## config.mk

```make
export PLATFORM = sky130hd
export DESIGN_NAME = asymm_concat_fwft_fifo_flat
export DESIGN_NICKNAME = d
export VERILOG_FILES = /design/src/rtl/asymm_concat_fwft_fifo_if.sv /design/src/rtl/asymm_concat_fwft_fifo.sv /design/src/flat_wrapper.sv
export SDC_FILE = /design/constraint.sdc
export NUM_CORES = 1
export LEC_CHECK = 0
export CORE_MARGIN = 4
export CORE_UTILIZATION = 53
export DETAILED_ROUTE_END_ITERATION = 8
export PLACE_DENSITY = 0.85
export SETUP_SLACK_MARGIN = 0.4
export SYNTH_ARGS = -nofsm -noshare
export SYNTH_HDL_FRONTEND = slang
export SYNTH_SLANG_ARGS = --single-unit
export TNS_END_PERCENT = 20
```

## constraint.sdc

```tcl
create_clock -name clk -period 4.2 [get_ports clk]
set_input_delay 1.05 -clock clk [delete_from_list [all_inputs] [get_ports clk]]
set_output_delay 1.05 -clock clk [all_outputs]
set_load 0.01 [all_outputs]
```

## src/rtl/asymm_concat_fwft_fifo_if.sv

```systemverilog
// Bus bundle for the width-asymmetric concat FIFO: narrow write side, wide FWFT read side.
// Handshake: a write transfers on a rising edge where wr_en=1 and full=0; a read pops on a
// rising edge where rd_en=1 and empty=0; rd_data is valid exactly while empty=0.
interface asymm_concat_fwft_fifo_if #(
  parameter int WR_W = 8,
  parameter int RD_W = 32
);
  logic            wr_en;
  logic [WR_W-1:0] wr_data;
  logic            full;
  logic            rd_en;
  logic [RD_W-1:0] rd_data;
  logic            empty;
  logic            has_data;

  modport master (
    output wr_en, wr_data, rd_en,
    input  full, rd_data, empty, has_data
  );

  modport slave (
    input  wr_en, wr_data, rd_en,
    output full, rd_data, empty, has_data
  );
endinterface

```

## src/rtl/asymm_concat_fwft_fifo.sv

```systemverilog
// Single-clock FIFO packing R narrow writes (first write in lane 0) into one wide word,
// with a first-word-fall-through output register in front of the wide memory.
module asymm_concat_fwft_fifo #(
  parameter int WR_WIDTH_BYTES   = 1,
  parameter int WR_ADDR_WIDTH    = 4,
  parameter int WIDTH_RATIO_LOG2 = 2,
  parameter int RESERVE          = 0
) (
  input  logic                    clk,
  input  logic                    rst_n,
  asymm_concat_fwft_fifo_if.slave bus
);
  localparam int W       = 8 * WR_WIDTH_BYTES;
  localparam int R       = 1 << WIDTH_RATIO_LOG2;
  localparam int LW      = WIDTH_RATIO_LOG2;
  localparam int AW      = WR_ADDR_WIDTH - WIDTH_RATIO_LOG2;
  localparam int PW      = AW + 1;
  localparam int DEPTH_W = 1 << AW;
  localparam int LIMIT   = DEPTH_W + 1 - RESERVE;

  logic [R-2:0][W-1:0] lane_q, lane_d;
  logic [LW-1:0]       lane_cnt_q, lane_cnt_d;
  logic [PW-1:0]       wr_ptr_q, wr_ptr_d;
  logic [PW-1:0]       rd_ptr_q, rd_ptr_d;
  logic [R*W-1:0]      out_q, out_d;
  logic                out_valid_q, out_valid_d;
  logic [R*W-1:0]      mem_q [DEPTH_W];

  logic [R*W-1:0] wide_word;
  logic [PW-1:0]  mem_count;
  logic [PW:0]    wide_count;
  logic           mem_empty;
  logic           full;
  logic           wr_accept;
  logic           pop;
  logic           complete;
  logic           load;

  always_comb begin
    mem_count  = wr_ptr_q - rd_ptr_q;
    mem_empty  = (mem_count == '0);
    // Occupancy counts the output register too, so a completing write can never overflow.
    wide_count = {1'b0, mem_count} + {{PW{1'b0}}, out_valid_q};
    full       = (wide_count >= (PW+1)'(LIMIT));
    wr_accept  = bus.wr_en && !full;
    pop        = bus.rd_en && out_valid_q;
    complete   = wr_accept && (lane_cnt_q == LW'(R - 1));
    load       = (!out_valid_q || pop) && !mem_empty;

    wide_word = '0;
    for (int k = 0; k < R - 1; k++) begin
      wide_word[k*W +: W] = lane_q[k];
    end
    wide_word[(R-1)*W +: W] = bus.wr_data;

    lane_d = lane_q;
    for (int k = 0; k < R - 1; k++) begin
      if (wr_accept && (lane_cnt_q == LW'(k))) begin
        lane_d[k] = bus.wr_data;
      end
    end
    lane_cnt_d = wr_accept ? lane_cnt_q + LW'(1) : lane_cnt_q;

    wr_ptr_d = complete ? wr_ptr_q + PW'(1) : wr_ptr_q;

    out_d       = out_q;
    out_valid_d = out_valid_q;
    rd_ptr_d    = rd_ptr_q;
    if (load) begin
      out_d       = mem_q[rd_ptr_q[AW-1:0]];
      out_valid_d = 1'b1;
      rd_ptr_d    = rd_ptr_q + PW'(1);
    end else if (pop) begin
      out_valid_d = 1'b0;
    end
  end

  always_ff @(posedge clk or negedge rst_n) begin
    if (!rst_n) begin
      lane_q      <= '0;
      lane_cnt_q  <= '0;
      wr_ptr_q    <= '0;
      rd_ptr_q    <= '0;
      out_q       <= '0;
      out_valid_q <= 1'b0;
    end else begin
      lane_q      <= lane_d;
      lane_cnt_q  <= lane_cnt_d;
      wr_ptr_q    <= wr_ptr_d;
      rd_ptr_q    <= rd_ptr_d;
      out_q       <= out_d;
      out_valid_q <= out_valid_d;
    end
  end

  // Storage array is deliberately left out of reset; the pointers alone define validity.
  always_ff @(posedge clk) begin
    if (complete) begin
      mem_q[wr_ptr_q[AW-1:0]] <= wide_word;
    end
  end

  assign bus.full     = full;
  assign bus.empty    = !out_valid_q;
  assign bus.rd_data  = out_valid_q ? out_q : '0;
  assign bus.has_data = out_valid_q || !mem_empty || (lane_cnt_q != '0);
endmodule

```

## src/flat_wrapper.sv

```systemverilog
// flat-port wrapper written by rule: the top's interface ports become plain ports
module asymm_concat_fwft_fifo_flat 
#(
  parameter int WR_WIDTH_BYTES   = 1,
  parameter int WR_ADDR_WIDTH    = 4,
  parameter int WIDTH_RATIO_LOG2 = 2,
  parameter int RESERVE          = 0
)
  (clk, rst_n, bus_wr_en, bus_wr_data, bus_rd_en, bus_full, bus_rd_data, bus_empty, bus_has_data);
  asymm_concat_fwft_fifo_if #(.WR_W(8), .RD_W(32)) bus_i ();
  input  logic clk;
  input  logic rst_n;
  input wire logic [$bits(bus_i.wr_en)-1:0] bus_wr_en;
  input wire logic [$bits(bus_i.wr_data)-1:0] bus_wr_data;
  input wire logic [$bits(bus_i.rd_en)-1:0] bus_rd_en;
  output wire logic [$bits(bus_i.full)-1:0] bus_full;
  output wire logic [$bits(bus_i.rd_data)-1:0] bus_rd_data;
  output wire logic [$bits(bus_i.empty)-1:0] bus_empty;
  output wire logic [$bits(bus_i.has_data)-1:0] bus_has_data;
  assign bus_i.wr_en = bus_wr_en;
  assign bus_i.wr_data = bus_wr_data;
  assign bus_i.rd_en = bus_rd_en;
  assign bus_full = bus_i.full;
  assign bus_rd_data = bus_i.rd_data;
  assign bus_empty = bus_i.empty;
  assign bus_has_data = bus_i.has_data;
  asymm_concat_fwft_fifo #(.WR_WIDTH_BYTES(WR_WIDTH_BYTES), .WR_ADDR_WIDTH(WR_ADDR_WIDTH), .WIDTH_RATIO_LOG2(WIDTH_RATIO_LOG2), .RESERVE(RESERVE)) u_core (.clk(clk), .rst_n(rst_n), .bus(bus_i));
endmodule
```

After elaboration in Yosys (flattened, before gate mapping)
Memory sizes are Yosys's and may differ from the RTL's. A register that Yosys moved wholly into a read port is not among the register bits.
Index checks and enable logic that the tools add are counted.
Storage, ports and cells
  flip-flop bits (word level): 33
  bits in writable memories: 128
  bits of input ports: 12
  output and inout port bits: 35
  logic and storage cells: 40
  memories kept: 1
Operators by class
  add/sub/neg operators: 5
  magnitude comparators: 1
  equality and inequality tests: 3
  multiplexer cells: 5
  reduce and logical (&&, ||, !) cells: 18
Memory list
  u_core.mem_q: depth 4, width 32, rd ports 1, clocked after Yosys merged registers in 1, write ports 1, RTL line asymm_concat_fwft_fifo.sv:27  | logic [R*W-1:0] mem_q [DEPTH_W];
Operators with widths (count)
  $mux W32: 1
  $logic_and A1 B1 Y1: 7
  $add A3 B1 Y3 const B: 2
  $add A3 B1 Y4: 1
  $eq A2 B2 Y1 const B: 2
  $ge A4 B3 Y1 const B: 1
  $logic_not A1 Y1: 4
  $mux W1: 4
  $reduce_bool A2 Y1: 2
  $logic_not A3 Y1: 1
  $logic_or A1 B1 Y1: 3
  $sub A3 B3 Y3: 1
  $add A2 B1 Y2 const B: 1
  $eq A2 B1 Y1 const B: 1
  $logic_not A2 Y1: 1

Longest topological paths before layout
Gate-level depths: netlist (run 1).
  depth in word-level cells: 8
  gate-level depth with buffers: 8
  gate-level depth less buffers: 8

Least setup slack after synthesis (run 1)
No wires, ideal clock.
  path type: reg-to-reg
  start: register u_core.wr_ptr_q[0]
  end: memory u_core.mem_q[0][0] in the netlist's numbering, enable pin
  setup time: 0.421 ns
  data arrival time: 3.703 ns
  required time: 3.779 ns
  path slack: 0.076 ns
  stages on the path, launching flop included: 9
  path buffers: 0
  period minus slack after synthesis: 4.124 ns
  path through: dfrtp_1 -> inv_1 -> ha_1 -> fa_1 -> inv_1 -> ha_1 -> nor2_1 -> o211ai_1 -> nor2_1
Between the ends
  longest elaborated chain between the ends: 8
Ends and longest elaborated chain
  from (decl): RTL line asymm_concat_fwft_fifo.sv:23  | logic [PW-1:0] wr_ptr_q, wr_ptr_d;
  from (signal assigned): RTL line asymm_concat_fwft_fifo.sv:89  | wr_ptr_q <= wr_ptr_d;
  $sub A3 B3 Y3: RTL line asymm_concat_fwft_fifo.sv:40  | mem_count = wr_ptr_q - rd_ptr_q;
  $add A3 B1 Y4: RTL line asymm_concat_fwft_fifo.sv:43  | wide_count = {1'b0, mem_count} + {{PW{1'b0}}, out_valid_q};
  $ge A4 B3 Y1: RTL line asymm_concat_fwft_fifo.sv:44  | full = (wide_count >= (PW+1)'(LIMIT));
  $logic_not A1 Y1: RTL line asymm_concat_fwft_fifo.sv:45  | wr_accept = bus.wr_en && !full;
  $logic_and A1 B1 Y1: RTL line asymm_concat_fwft_fifo.sv:45
  $logic_and A1 B1 Y1: RTL line asymm_concat_fwft_fifo.sv:47  | complete = wr_accept && (lane_cnt_q == LW'(R - 1));
  $mux W1: RTL line asymm_concat_fwft_fifo.sv:98  | if (complete) begin
  $mux W1 (not written as such): RTL line asymm_concat_fwft_fifo.sv:99  | mem_q[wr_ptr_q[AW-1:0]] <= wide_word;
  to (decl): RTL line asymm_concat_fwft_fifo.sv:27
Parallel ways exist; a longest one is shown, timed or not.

Worst setup path after layout (run 1)
  start: register u_core.wr_ptr_q[0]
  end: output port bus_has_data
Between the ends
  longest elaborated chain between the ends: 5
Ends and longest elaborated chain
  $sub A3 B3 Y3: RTL line asymm_concat_fwft_fifo.sv:40
  $logic_not A3 Y1: RTL line asymm_concat_fwft_fifo.sv:41  | mem_empty = (mem_count == '0);
  $logic_not A1 Y1: RTL line asymm_concat_fwft_fifo.sv:106  | assign bus.has_data = out_valid_q || !mem_empty || (lane_cnt_q != '0);
  $logic_or A1 B1 Y1 (2 in a row): RTL line asymm_concat_fwft_fifo.sv:106
  to (decl): RTL line flat_wrapper.sv:19  | output wire logic [$bits(bus_i.has_data)-1:0] bus_has_data;
No other way between the ends.

==> flow_results.xml, run 1 <==
<?xml version="1.0" encoding="UTF-8"?>
<metrics>
  <group name="clocking">
    <metric name="tritoncts" unit="">yes</metric>
    <metric name="cts.root.buffer_cell" unit="">sky130_fd_sc_hd__clkbuf_16</metric>
    <metric name="cts-htree-levels" unit="">4</metric>
    <metric name="clk_pin_slew" unit="ns">0.06</metric>
    <metric name="clock-sinks" unit="">193</metric>
    <metric name="cts-buffers-inserted" unit="">17</metric>
    <metric name="cts-root-to-sink-buffers" unit="">2</metric>
    <metric name="clkLatencyLatePin" unit="ns">0.43</metric>
  </group>
  <group name="synthesis">
    <metric name="post_synth_inst_count" unit="">383</metric>
    <metric name="synth-async-reset-ratio" unit="%">33.7</metric>
    <metric name="syn-num-nets" unit="">408</metric>
    <metric name="synth_seq_area_share" unit="%">71.8</metric>
    <metric name="ys.flop_type" unit="">sky130_fd_sc_hd__edfxtp_1</metric>
    <metric name="postSynthAreaPerCell" unit="um^2">19.9</metric>
    <metric name="synth_enable_flop_cells" unit="">128</metric>
    <metric name="synth_area" unit="um^2">7620</metric>
    <metric name="ys_ff_latch" unit="">193</metric>
    <metric name="yosys_warnings" unit="">0</metric>
    <metric name="synthDistinctLibCells" unit="">28</metric>
  </group>
  <group name="sta">
    <metric name="period_needed" unit="ns">3.62</metric>
    <metric name="maxSlewViolCount" unit="">0</metric>
    <metric name="slew-limit-headroom" unit="%">54.0</metric>
    <metric name="finalHoldViolCount" unit="">0</metric>
    <metric name="fin_worst_skew" unit="ns">0.00952</metric>
    <metric name="finalSetupViolCount" unit="">0</metric>
    <metric name="grt_setup_unrepaired" unit="">false</metric>
    <metric name="layout_worst_path_cycle_share" unit="%">86.3</metric>
    <metric name="tightestPinTransition" unit="ns">0.689</metric>
    <metric name="layout_setup_ws" unit="ns">0.575</metric>
    <metric name="minimum_hold_slack" unit="ns">0.498</metric>
    <metric name="setup_tns_final" unit="ns">0</metric>
    <metric name="clock.fmax" unit="MHz">276</metric>
  </group>
  <group name="status">
    <metric name="outcome" unit="">completed</metric>
  </group>
  <group name="layout">
    <metric name="layout-area-overhead-vs-synth" unit="%">17.9</metric>
    <metric name="mostFrequentLayoutCells" unit="">sky130_fd_sc_hd__edfxtp_1 (128), sky130_fd_sc_hd__dfrtp_1 (64), sky130_fd_sc_hd__mux2_2 (58), sky130_fd_sc_hd__clkdlybuf4s50_1 (44)</metric>
    <metric name="layout.cells.most_common" unit="">sky130_fd_sc_hd__edfxtp_1</metric>
    <metric name="total_inserted_antenna_cells" unit="">0</metric>
    <metric name="drive_above_1_share" unit="%">32.0</metric>
    <metric name="instances_no_fill" unit="">642</metric>
    <metric name="nNetsFinal" unit="">474</metric>
  </group>
  <group name="critical_path">
    <metric name="crit_arrival" unit="ns">2.57</metric>
    <metric name="worstPathCellList" unit="">inv_1, ha_1, fa_1, xor3_2, nor2_1, nand3_1, clkdlybuf4s50_1</metric>
    <metric name="worstPathMaxFanout" unit="">4</metric>
    <metric name="critical_path.n_buffers_inverters" unit="">2</metric>
    <metric name="crit_type" unit="">reg -&gt; out</metric>
    <metric name="critical-path-max-stage-delay" unit="ns">0.48</metric>
    <metric name="kind_of_end_point_of_the_critical_path" unit="">output pin</metric>
    <metric name="critical_path.startpoint_type" unit="">flip-flop</metric>
    <metric name="critPathSlowestCell" unit="">sky130_fd_sc_hd__clkdlybuf4s50_1</metric>
    <metric name="worstPathRequired" unit="ns">3.15</metric>
    <metric name="crit_family" unit="">adder cells</metric>
  </group>
  <group name="drt">
    <metric name="detail_route.wl_per_cell" unit="um">22.3</metric>
    <metric name="vias_per_cell" unit="">5.67</metric>
    <metric name="antenna_left" unit="">0</metric>
    <metric name="remaining_drc_errors" unit="">0</metric>
    <metric name="wirelength" unit="mm">14.3</metric>
    <metric name="detailed_route_iter0_violations" unit="">385</metric>
    <metric name="firstDrtPassIters" unit="">5</metric>
    <metric name="vias" unit="">3639</metric>
  </group>
  <group name="placed_design">
    <metric name="pre_cts_slack" unit="ns">0.583</metric>
    <metric name="place.gp.congestion" unit="">0.732</metric>
    <metric name="port_buf_inserts" unit="">46</metric>
    <metric name="place.detailed.hpwl" unit="mm">8.26</metric>
    <metric name="dp.cells" unit="">606</metric>
  </group>
  <group name="global_routing">
    <metric name="grt_start_max_net_pins" unit="">44</metric>
    <metric name="met1_usage" unit="%">23.6</metric>
    <metric name="globalRouteTotalUtil" unit="%">19.0</metric>
    <metric name="global_route.peak_usage_layer" unit="">met2</metric>
    <metric name="met2_usage" unit="%">31.9</metric>
    <metric name="use_met3" unit="%">5.13</metric>
    <metric name="grt_pass1_vias" unit="">4003</metric>
    <metric name="first_pass_grt_wire_length" unit="mm">22.5</metric>
    <metric name="grt.overflow.total" unit="">0</metric>
    <metric name="antenna_found_initial" unit="">0</metric>
  </group>
  <group name="die">
    <metric name="pin_count" unit="">47</metric>
    <metric name="floorplan.core_area" unit="um^2">14000</metric>
    <metric name="die_area" unit="um^2">16400</metric>
    <metric name="rows" unit="">43</metric>
    <metric name="die_h" unit="um">128</metric>
    <metric name="initial_utilization" unit="%">54.5</metric>
    <metric name="fp.dieW" unit="um">128</metric>
  </group>
  <group name="power_and_ir_drop">
    <metric name="leakage" unit="uW">0.00325</metric>
    <metric name="power" unit="uW">7580</metric>
    <metric name="power_density" unit="nW/um^2">844</metric>
    <metric name="vdd.ir_drop.worst" unit="mV">0.458</metric>
  </group>
  <group name="flow_run">
    <metric name="total_of_max_cap_violations" unit="">0</metric>
  </group>
  <group name="min_path">
    <metric name="hold_class" unit="">reg -&gt; reg</metric>
  </group>
</metrics>
-- worst register-to-register path: cells and delay by family (launching register included) --
kind	cells	cell delay [ns]
flip-flops	1	0.35
buffers and inverters	5	0.84
adder cells (fa/ha/maj)	3	0.99
AND/OR/NAND/NOR	2	0.29
AO/OA/AOI/OAI	1	0.20
-- final timing paths --
kind / startpoint / cells after the start / end / slack (ns)
min in group asynchronous: rst_n / 1 / u_core.out_q[16] / 0.63
max in group asynchronous: rst_n / 2 / u_core.out_q[22] / 2.53
setup / recovery: u_core.wr_ptr_q[0] / 7 / bus_has_data / 0.58
hold reg to reg: u_core.out_q[11] / 1 / u_core.out_q[11] / 0.50
hold / removal: u_core.out_q[11] / 1 / u_core.out_q[11] / 0.50
setup reg to reg: u_core.wr_ptr_q[0] / 11 / u_core.mem_q[0][23] / 1.15
-- metrics by stage --
stage | area [um^2] | utilization (%)
global placement | 8340 | 59.6
detailed placement | 8340 | 59.6
finish | 8980 | 64.2
floorplan | 7620 | -
global route | 8980 | 64.2
CTS | 8960 | 64.1
-- power breakdown --
part	total [uW]	switching, uW	internal (uW)
logic	2940	1380	1560
registers	2990	287	2700
clock network	1660	653	1000
total	7580	2320	5260
-- cell usage after synthesis, drive strengths merged (2+ instances only) --
library cell,count,share of area (%)
and2,32,2.6
nand2,3,0.15
o21ai,2,0.18
ha,12,2.0
buf,9,0.59
clkbuf,6,0.30
nand3,2,0.20
dfrtp,65,21
inv,11,0.54
o2111ai,4,1.2
mux4,32,9.5
mux2,59,8.8
nor2,6,0.30
edfxtp,128,50
o211ai,2,0.20
xnor2,5,0.82
-- sequential cells by signal (all words and copies together), names as in the netlist --
register            cells
u_core.lane_cnt_q       2
u_core.lane_q          24
u_core.mem_q          128
u_core.out_q           32
u_core.out_valid_q      1
u_core.rd_ptr_q         3
u_core.wr_ptr_q         3
-- layout make-up --
class                           instances  area [um^2]
Multi-Input combinational cell        164         2050
Inverter                               11         41.3
Clock inverter                         12          164
Tap cell                              180          225
Timing Repair Buffer                   62          578
Sequential cell                       193         5470
Clock buffer                           20          447
Fill cell                             939         5010
-- routing by layer --
layer | vias up | routed length, um
met1 | 1899 | 5530
met5 | - | 0
met2 | 111 | 7790
met3 | 20 | 742
li1 | 1609 | -
met4 | 0 | 261
-- cells by family (layout without fill, tap and decap cells) --
family / count (synthesis) / after routing / synth area share, %
multiplexers: 91 / 91 / 18.2
adder cells (fa/ha/maj): 13 / 13 / 2.23
AO/OA/AOI/OAI: 8 / 8 / 1.61
AND/OR/NAND/NOR: 45 / 45 / 3.43
flip-flops: 193 / 193 / 71.8
XOR/XNOR: 7 / 7 / 1.26
buffers and inverters: 26 / 105 / 1.43
-- timing repair --
item	CTS	global route
gates resized for setup	1	1
pin swaps	1	0
buffers inserted	2	2
endpoints found under the setup margin	1	1
gates cloned	0	0
hold buffers	0	0
Power figures use the tool's default switching activity.
==> run 2, diff against run 1 <==
--- a/config.mk
+++ b/config.mk
@@ -8,6 +8,7 @@
 export CORE_MARGIN = 4
 export CORE_UTILIZATION = 53
 export DETAILED_ROUTE_END_ITERATION = 8
+export MAX_ROUTING_LAYER = met4
 export PLACE_DENSITY = 0.85
 export SETUP_SLACK_MARGIN = 0.4
 export SYNTH_ARGS = -nofsm -noshare
==> run 2 against run 1 <==
Via count decreased by 0.47%; cell count did not move; worst hold slack improved by 0.00070 ns; clock skew shrank 0.0018 ns; sequential cell count unchanged; sequential share of layout area unchanged; global-route usage up 0.60 points; maximum frequency is essentially flat; critical path depth did not move; critical endpoint unchanged; highest routed layer unchanged.
==> flow_results.xml, run 2 (same netlist as run 1, synthesis figures left out) <==
<?xml version="1.0" encoding="UTF-8"?>
<metrics>
  <group name="critical_path">
    <metric name="worstPathMaxFanout" unit="">4</metric>
    <metric name="critical_path.startpoint_type" unit="">flip-flop</metric>
    <metric name="critPathSlowestCell" unit="">sky130_fd_sc_hd__clkdlybuf4s50_1</metric>
    <metric name="crit_type" unit="">reg -&gt; out</metric>
    <metric name="critical-path-max-stage-delay" unit="ns">0.48</metric>
    <metric name="rrSetupSlack" unit="ns">1.15</metric>
    <metric name="worstPathRequired" unit="ns">3.15</metric>
    <metric name="worstPathCellList" unit="">inv_1, ha_1, fa_1, xor3_2, nor2_1, nand3_1, clkdlybuf4s50_1</metric>
    <metric name="kind_of_end_point_of_the_critical_path" unit="">output pin</metric>
    <metric name="critical_path.n_buffers_inverters" unit="">2</metric>
    <metric name="crit_family" unit="">adder cells</metric>
    <metric name="crit_arrival" unit="ns">2.57</metric>
  </group>
  <group name="power_and_ir_drop">
    <metric name="leakage" unit="uW">0.00325</metric>
    <metric name="power.combinational.fraction" unit="%">38.9</metric>
    <metric name="power_density" unit="nW/um^2">845</metric>
    <metric name="p_sw" unit="uW">2330</metric>
    <metric name="share_clk_of_total_power" unit="%">21.8</metric>
    <metric name="power" unit="uW">7590</metric>
    <metric name="vdd.ir_drop.worst" unit="mV">0.460</metric>
    <metric name="internal_power" unit="uW">5260</metric>
    <metric name="sw_frac_of_total" unit="%">30.6</metric>
    <metric name="power_frac_seq" unit="%">39.4</metric>
  </group>
  <group name="layout">
    <metric name="total_inserted_antenna_cells" unit="">0</metric>
    <metric name="mostFrequentLayoutCells" unit="">sky130_fd_sc_hd__edfxtp_1 (128), sky130_fd_sc_hd__dfrtp_1 (64), sky130_fd_sc_hd__mux2_2 (58), sky130_fd_sc_hd__clkdlybuf4s50_1 (44)</metric>
    <metric name="layout.cells.most_common" unit="">sky130_fd_sc_hd__edfxtp_1</metric>
    <metric name="drive_above_1_share" unit="%">32.0</metric>
    <metric name="final.fill_count" unit="">939</metric>
    <metric name="layout-area-overhead-vs-synth" unit="%">17.9</metric>
    <metric name="nNetsFinal" unit="">474</metric>
    <metric name="largest_register_ff_count" unit="">128</metric>
    <metric name="final_cell_area" unit="um^2">8980</metric>
  </group>
  <group name="sta">
    <metric name="finalSetupViolCount" unit="">0</metric>
    <metric name="fin_worst_skew" unit="ns">0.00769</metric>
    <metric name="tightestPinTransition" unit="ns">0.686</metric>
    <metric name="layout_worst_path_cycle_share" unit="%">86.3</metric>
    <metric name="finalHoldViolCount" unit="">0</metric>
    <metric name="setup_tns_final" unit="ns">0</metric>
    <metric name="maxSlewViolCount" unit="">0</metric>
    <metric name="grt_setup_unrepaired" unit="">false</metric>
    <metric name="slew-limit-headroom" unit="%">54.3</metric>
    <metric name="clock.fmax" unit="MHz">276</metric>
    <metric name="period_needed" unit="ns">3.62</metric>
  </group>
  <group name="drt">
    <metric name="wirelength" unit="mm">14.4</metric>
    <metric name="firstDrtPassIters" unit="">4</metric>
    <metric name="detailed_route_iter0_violations" unit="">384</metric>
    <metric name="detail_route.wl_per_cell" unit="um">22.4</metric>
    <metric name="remaining_drc_errors" unit="">0</metric>
    <metric name="vias" unit="">3622</metric>
    <metric name="antenna_left" unit="">0</metric>
    <metric name="vias_per_cell" unit="">5.64</metric>
  </group>
  <group name="placed_design">
    <metric name="place.gp.congestion" unit="">0.741</metric>
    <metric name="place.detailed.hpwl" unit="mm">8.26</metric>
    <metric name="port_buf_inserts" unit="">46</metric>
    <metric name="placed_cell_area" unit="um^2">8340</metric>
  </group>
  <group name="clocking">
    <metric name="clk_pin_slew" unit="ns">0.06</metric>
    <metric name="clkLatencyLatePin" unit="ns">0.43</metric>
    <metric name="cts.root.buffer_cell" unit="">sky130_fd_sc_hd__clkbuf_16</metric>
    <metric name="cts-root-to-sink-buffers" unit="">2</metric>
    <metric name="cts-buffers-inserted" unit="">17</metric>
    <metric name="cts-htree-levels" unit="">4</metric>
    <metric name="tritoncts" unit="">yes</metric>
    <metric name="clock-sinks" unit="">193</metric>
  </group>
  <group name="global_routing">
    <metric name="antenna_found_initial" unit="">0</metric>
    <metric name="grt_start_max_net_pins" unit="">44</metric>
    <metric name="grt.overflow.total" unit="">0</metric>
    <metric name="grt_pass1_vias" unit="">3999</metric>
    <metric name="globalRouteTotalUtil" unit="%">19.6</metric>
    <metric name="first_pass_grt_wire_length" unit="mm">22.5</metric>
  </group>
  <group name="die">
    <metric name="pin_count" unit="">47</metric>
    <metric name="initial_utilization" unit="%">54.5</metric>
    <metric name="floorplan.core_area" unit="um^2">14000</metric>
    <metric name="fp.dieW" unit="um">128</metric>
    <metric name="die_area" unit="um^2">16400</metric>
    <metric name="die_h" unit="um">128</metric>
    <metric name="rows" unit="">43</metric>
  </group>
  <group name="flow_run">
    <metric name="total_of_max_cap_violations" unit="">0</metric>
  </group>
  <group name="status">
    <metric name="outcome" unit="">completed</metric>
  </group>
  <group name="min_path">
    <metric name="hold_class" unit="">reg -&gt; reg</metric>
  </group>
</metrics>
run 2: cell counts in the layout (fill, tap and decap cells not counted):
No cell type changed its count.
run 2: area by class of cell:
cell class                      count  area [um^2]  area share (%)
Clock buffer                       20          447            4.97
Clock inverter                     12          164            1.83
Inverter                           11         41.3           0.460
Multi-Input combinational cell    164         2050            22.9
Sequential cell                   193         5470            60.9
Tap cell                          180          225            2.51
Timing Repair Buffer               62          578            6.44
run 2: metal layers:
metal	GRT usage [%]	share of wire, %
met5	-	0
met3	5.54	6.1
met2	31.9	54
met1	23.5	38
met4	7.49	1.6
run 2: power by group through the flow:
stage / Sequential (uW) / Clock, uW / Combinational (uW)
6_report: 2990 / 1650 / 2950
5_1_grt: 3040 / 1770 / 3180
4_1_cts: 2980 / 1680 / 2940
3_5_place_dp: 3020 / 0 / 2870
3_3_place_gp: 2960 / 0 / 2770
2_1_floorplan: 2920 / 0 / 1980
run 2: worst reg2reg max path: stages, from the launching register on:
cell                       delay [ns]
sky130_fd_sc_hd__dfrtp_1         0.35
sky130_fd_sc_hd__inv_1           0.08
sky130_fd_sc_hd__ha_1            0.20
sky130_fd_sc_hd__fa_1            0.50
sky130_fd_sc_hd__inv_1           0.07
sky130_fd_sc_hd__ha_1            0.29
sky130_fd_sc_hd__nor2_1          0.13
sky130_fd_sc_hd__buf_6           0.12
sky130_fd_sc_hd__buf_4           0.14
sky130_fd_sc_hd__o211ai_1        0.20
sky130_fd_sc_hd__nor2_2          0.16
sky130_fd_sc_hd__buf_4           0.42
run 2: timing repair:
item / 4_1_cts / 5_1_grt
resized for setup: 1 / 1
setup buffers: 2 / 2
setup endpoints to repair: 1 / 1
pin swaps: 1 / 0
hold buffers: 0 / 0
run 2: worst paths after layout:
kind,from,endpoint,cells after the start
worst max register to register,u_core.wr_ptr_q[0],u_core.mem_q[0][23],11
worst max-delay path,u_core.wr_ptr_q[0],bus_has_data,7
max in group asynchronous,rst_n,u_core.out_q[10],2
worst min-delay path,u_core.out_q[11],u_core.out_q[11],1
min in group asynchronous,rst_n,u_core.out_q[16],1
worst min register to register,u_core.out_q[11],u_core.out_q[11],1
run 2: through the flow:
step | hold WS (ns) | worst slack, ns | util [%] | cells
after floorplan | 0.448 | 0.0979 | - | 383
after detailed placement | 0.485 | 0.583 | 59.6 | 606
after global routing | 0.506 | 0.421 | 64.2 | 642
after CTS | 0.500 | 0.522 | 64.1 | 640
final | 0.498 | 0.577 | 64.2 | 642
after global placement | 0.474 | 0.708 | 59.6 | 606
==> run 3, diff against run 2 <==
--- a/config.mk
+++ b/config.mk
@@ -10,6 +10,7 @@
 export DETAILED_ROUTE_END_ITERATION = 8
 export MAX_ROUTING_LAYER = met4
 export PLACE_DENSITY = 0.85
+export REMOVE_ABC_BUFFERS = 1
 export SETUP_SLACK_MARGIN = 0.4
 export SYNTH_ARGS = -nofsm -noshare
 export SYNTH_HDL_FRONTEND = slang
==> run 3 against run 2 <==
Design area grew 0.24%; routed wire length down 4.8%; die area stayed put; worst setup slack worse by 0.054 ns; first-iteration DRC count decreased by 18%; sequential share of layout area decreased by 0.14 points; largest cell class unchanged.
==> flow_results.xml, run 3 (same netlist as run 1, synthesis figures left out) <==
<?xml version="1.0" encoding="UTF-8"?>
<metrics>
  <group name="status">
    <metric name="outcome" unit="">completed</metric>
  </group>
  <group name="critical_path">
    <metric name="critical-path-max-stage-delay" unit="ns">0.51</metric>
    <metric name="critPathSlowestCell" unit="">sky130_fd_sc_hd__fa_1</metric>
    <metric name="critical_path.startpoint_type" unit="">flip-flop</metric>
    <metric name="worstPathCellList" unit="">inv_1, ha_1, fa_1, inv_1, ha_1, nor2_2, buf_6, o21ai_0, dlygate4sd2_1</metric>
    <metric name="crit_type" unit="">reg -&gt; out</metric>
    <metric name="crit_arrival" unit="ns">2.63</metric>
    <metric name="crit_family" unit="">adder cells</metric>
    <metric name="critical_path.n_buffers_inverters" unit="">4</metric>
    <metric name="rrSetupSlack" unit="ns">1.09</metric>
    <metric name="worstPathRequired" unit="ns">3.15</metric>
    <metric name="kind_of_end_point_of_the_critical_path" unit="">output pin</metric>
    <metric name="worstPathMaxFanout" unit="">6</metric>
  </group>
  <group name="layout">
    <metric name="multi_input_gate_area" unit="um^2">2060</metric>
    <metric name="drive_above_1_share" unit="%">32.8</metric>
    <metric name="layout.cells.most_common" unit="">sky130_fd_sc_hd__edfxtp_1</metric>
    <metric name="layout-area-overhead-vs-synth" unit="%">18.2</metric>
    <metric name="mostFrequentLayoutCells" unit="">sky130_fd_sc_hd__edfxtp_1 (128), sky130_fd_sc_hd__dfrtp_1 (64), sky130_fd_sc_hd__mux2_2 (58), sky130_fd_sc_hd__clkdlybuf4s50_1 (44)</metric>
    <metric name="total_inserted_antenna_cells" unit="">0</metric>
    <metric name="register_area" unit="um^2">5470</metric>
    <metric name="final_cell_area" unit="um^2">9000</metric>
    <metric name="final.fill_count" unit="">953</metric>
    <metric name="nNetsFinal" unit="">473</metric>
    <metric name="layout.core_utilization" unit="%">64.4</metric>
    <metric name="largest_register_ff_count" unit="">128</metric>
  </group>
  <group name="sta">
    <metric name="layout_setup_ws" unit="ns">0.523</metric>
    <metric name="slew-limit-headroom" unit="%">45.7</metric>
    <metric name="maxSlewViolCount" unit="">0</metric>
    <metric name="grt_setup_unrepaired" unit="">false</metric>
    <metric name="layout_worst_path_cycle_share" unit="%">87.5</metric>
    <metric name="fin_worst_skew" unit="ns">0.00707</metric>
    <metric name="tightestPinTransition" unit="ns">0.815</metric>
    <metric name="setup_tns_final" unit="ns">0</metric>
    <metric name="period_needed" unit="ns">3.68</metric>
    <metric name="finalSetupViolCount" unit="">0</metric>
    <metric name="finalHoldViolCount" unit="">0</metric>
    <metric name="clock.fmax" unit="MHz">272</metric>
  </group>
  <group name="global_routing">
    <metric name="grt_pass1_vias" unit="">3881</metric>
    <metric name="antenna_found_initial" unit="">0</metric>
    <metric name="grt_start_max_net_pins" unit="">35</metric>
    <metric name="grt.overflow.total" unit="">0</metric>
    <metric name="globalRouteTotalUtil" unit="%">18.8</metric>
    <metric name="first_pass_grt_wire_length" unit="mm">21.9</metric>
  </group>
  <group name="clocking">
    <metric name="clkLatencyLatePin" unit="ns">0.42</metric>
    <metric name="cts-htree-levels" unit="">4</metric>
    <metric name="cts-buffers-inserted" unit="">17</metric>
    <metric name="cts-root-to-sink-buffers" unit="">2</metric>
    <metric name="clk_pin_slew" unit="ns">0.06</metric>
    <metric name="cts.root.buffer_cell" unit="">sky130_fd_sc_hd__clkbuf_16</metric>
    <metric name="clock-sinks" unit="">193</metric>
    <metric name="tritoncts" unit="">yes</metric>
  </group>
  <group name="placed_design">
    <metric name="place.detailed.hpwl" unit="mm">7.90</metric>
    <metric name="place.gp.congestion" unit="">0.788</metric>
    <metric name="port_buf_inserts" unit="">46</metric>
    <metric name="pre_cts_slack" unit="ns">0.628</metric>
    <metric name="placed_cell_area" unit="um^2">8330</metric>
  </group>
  <group name="flow_run">
    <metric name="total_of_max_cap_violations" unit="">0</metric>
  </group>
  <group name="power_and_ir_drop">
    <metric name="leakage" unit="uW">0.00325</metric>
    <metric name="vdd.ir_drop.worst" unit="mV">1.21</metric>
    <metric name="power_density" unit="nW/um^2">845</metric>
    <metric name="power" unit="uW">7610</metric>
  </group>
  <group name="die">
    <metric name="die_area" unit="um^2">16400</metric>
    <metric name="rows" unit="">43</metric>
    <metric name="floorplan.core_area" unit="um^2">14000</metric>
    <metric name="initial_utilization" unit="%">54.5</metric>
    <metric name="fp.dieW" unit="um">128</metric>
    <metric name="die_h" unit="um">128</metric>
    <metric name="pin_count" unit="">47</metric>
  </group>
  <group name="drt">
    <metric name="detail_route.wl_per_cell" unit="um">21.3</metric>
    <metric name="wirelength" unit="mm">13.7</metric>
    <metric name="remaining_drc_errors" unit="">0</metric>
    <metric name="antenna_left" unit="">0</metric>
    <metric name="firstDrtPassIters" unit="">4</metric>
    <metric name="detailed_route_iter0_violations" unit="">313</metric>
    <metric name="vias_per_cell" unit="">5.54</metric>
    <metric name="vias" unit="">3550</metric>
  </group>
  <group name="min_path">
    <metric name="hold_class" unit="">reg -&gt; reg</metric>
  </group>
</metrics>
run 3: cell types whose count changed in the layout (fill, tap and decap cells not counted), sizes merged:
cell,previous run,this run
buf,17,16
clkinvlp,1,2
clkinv,7,6
clkbuf,20,19
inv,11,12
run 3: per-layer routing:
metal / global-route usage (%) / routed length (um)
met1: 23.3 / 5400
met2: 31.0 / 7270
met3: 3.92 / 749
met4: 6.68 / 257
met5: - / 0
run 3: stage by stage:
step / instances / hold WS (ns)
2_1_floorplan: 368 / 0.448
3_5_place_dp: 605 / 0.487
3_3_place_gp: 605 / 0.472
4_1_cts: 638 / 0.501
5_1_grt: 641 / 0.517
6_report: 641 / 0.498
run 3: path summary, 6_finish.rpt:
check	endpoint	depth (start not counted)	from
setup reg to reg	u_core.mem_q[2][8]	11	u_core.wr_ptr_q[0]
hold / removal	u_core.out_q[19]	1	u_core.out_q[19]
max in group asynchronous	u_core.rd_ptr_q[0]	2	rst_n
min in group asynchronous	u_core.out_q[30]	1	rst_n
hold reg to reg	u_core.out_q[19]	1	u_core.out_q[19]
setup / recovery	bus_full	9	u_core.wr_ptr_q[0]
run 3: area by class of cell:
cell class | instances | area share (%)
Clock buffer | 19 | 5.03
Tap cell | 180 | 2.50
Sequential cell | 193 | 60.8
Clock inverter | 13 | 2.04
Timing Repair Buffer | 61 | 6.34
Multi-Input combinational cell | 164 | 22.8
Inverter | 11 | 0.459
run 3: what timing repair did:
action / CTS / global route
hold buffers: 0 / 0
pin swaps: 1 / 0
setup buffers: 1 / 3
setup endpoints to repair: 1 / 1
gates resized for setup: 1 / 2
run 3: where the power goes:
part / switching, uW / internal [uW]
Clock: 669 / 1030
Sequential: 279 / 2700
Combinational: 1370 / 1560
Total: 2320 / 5290
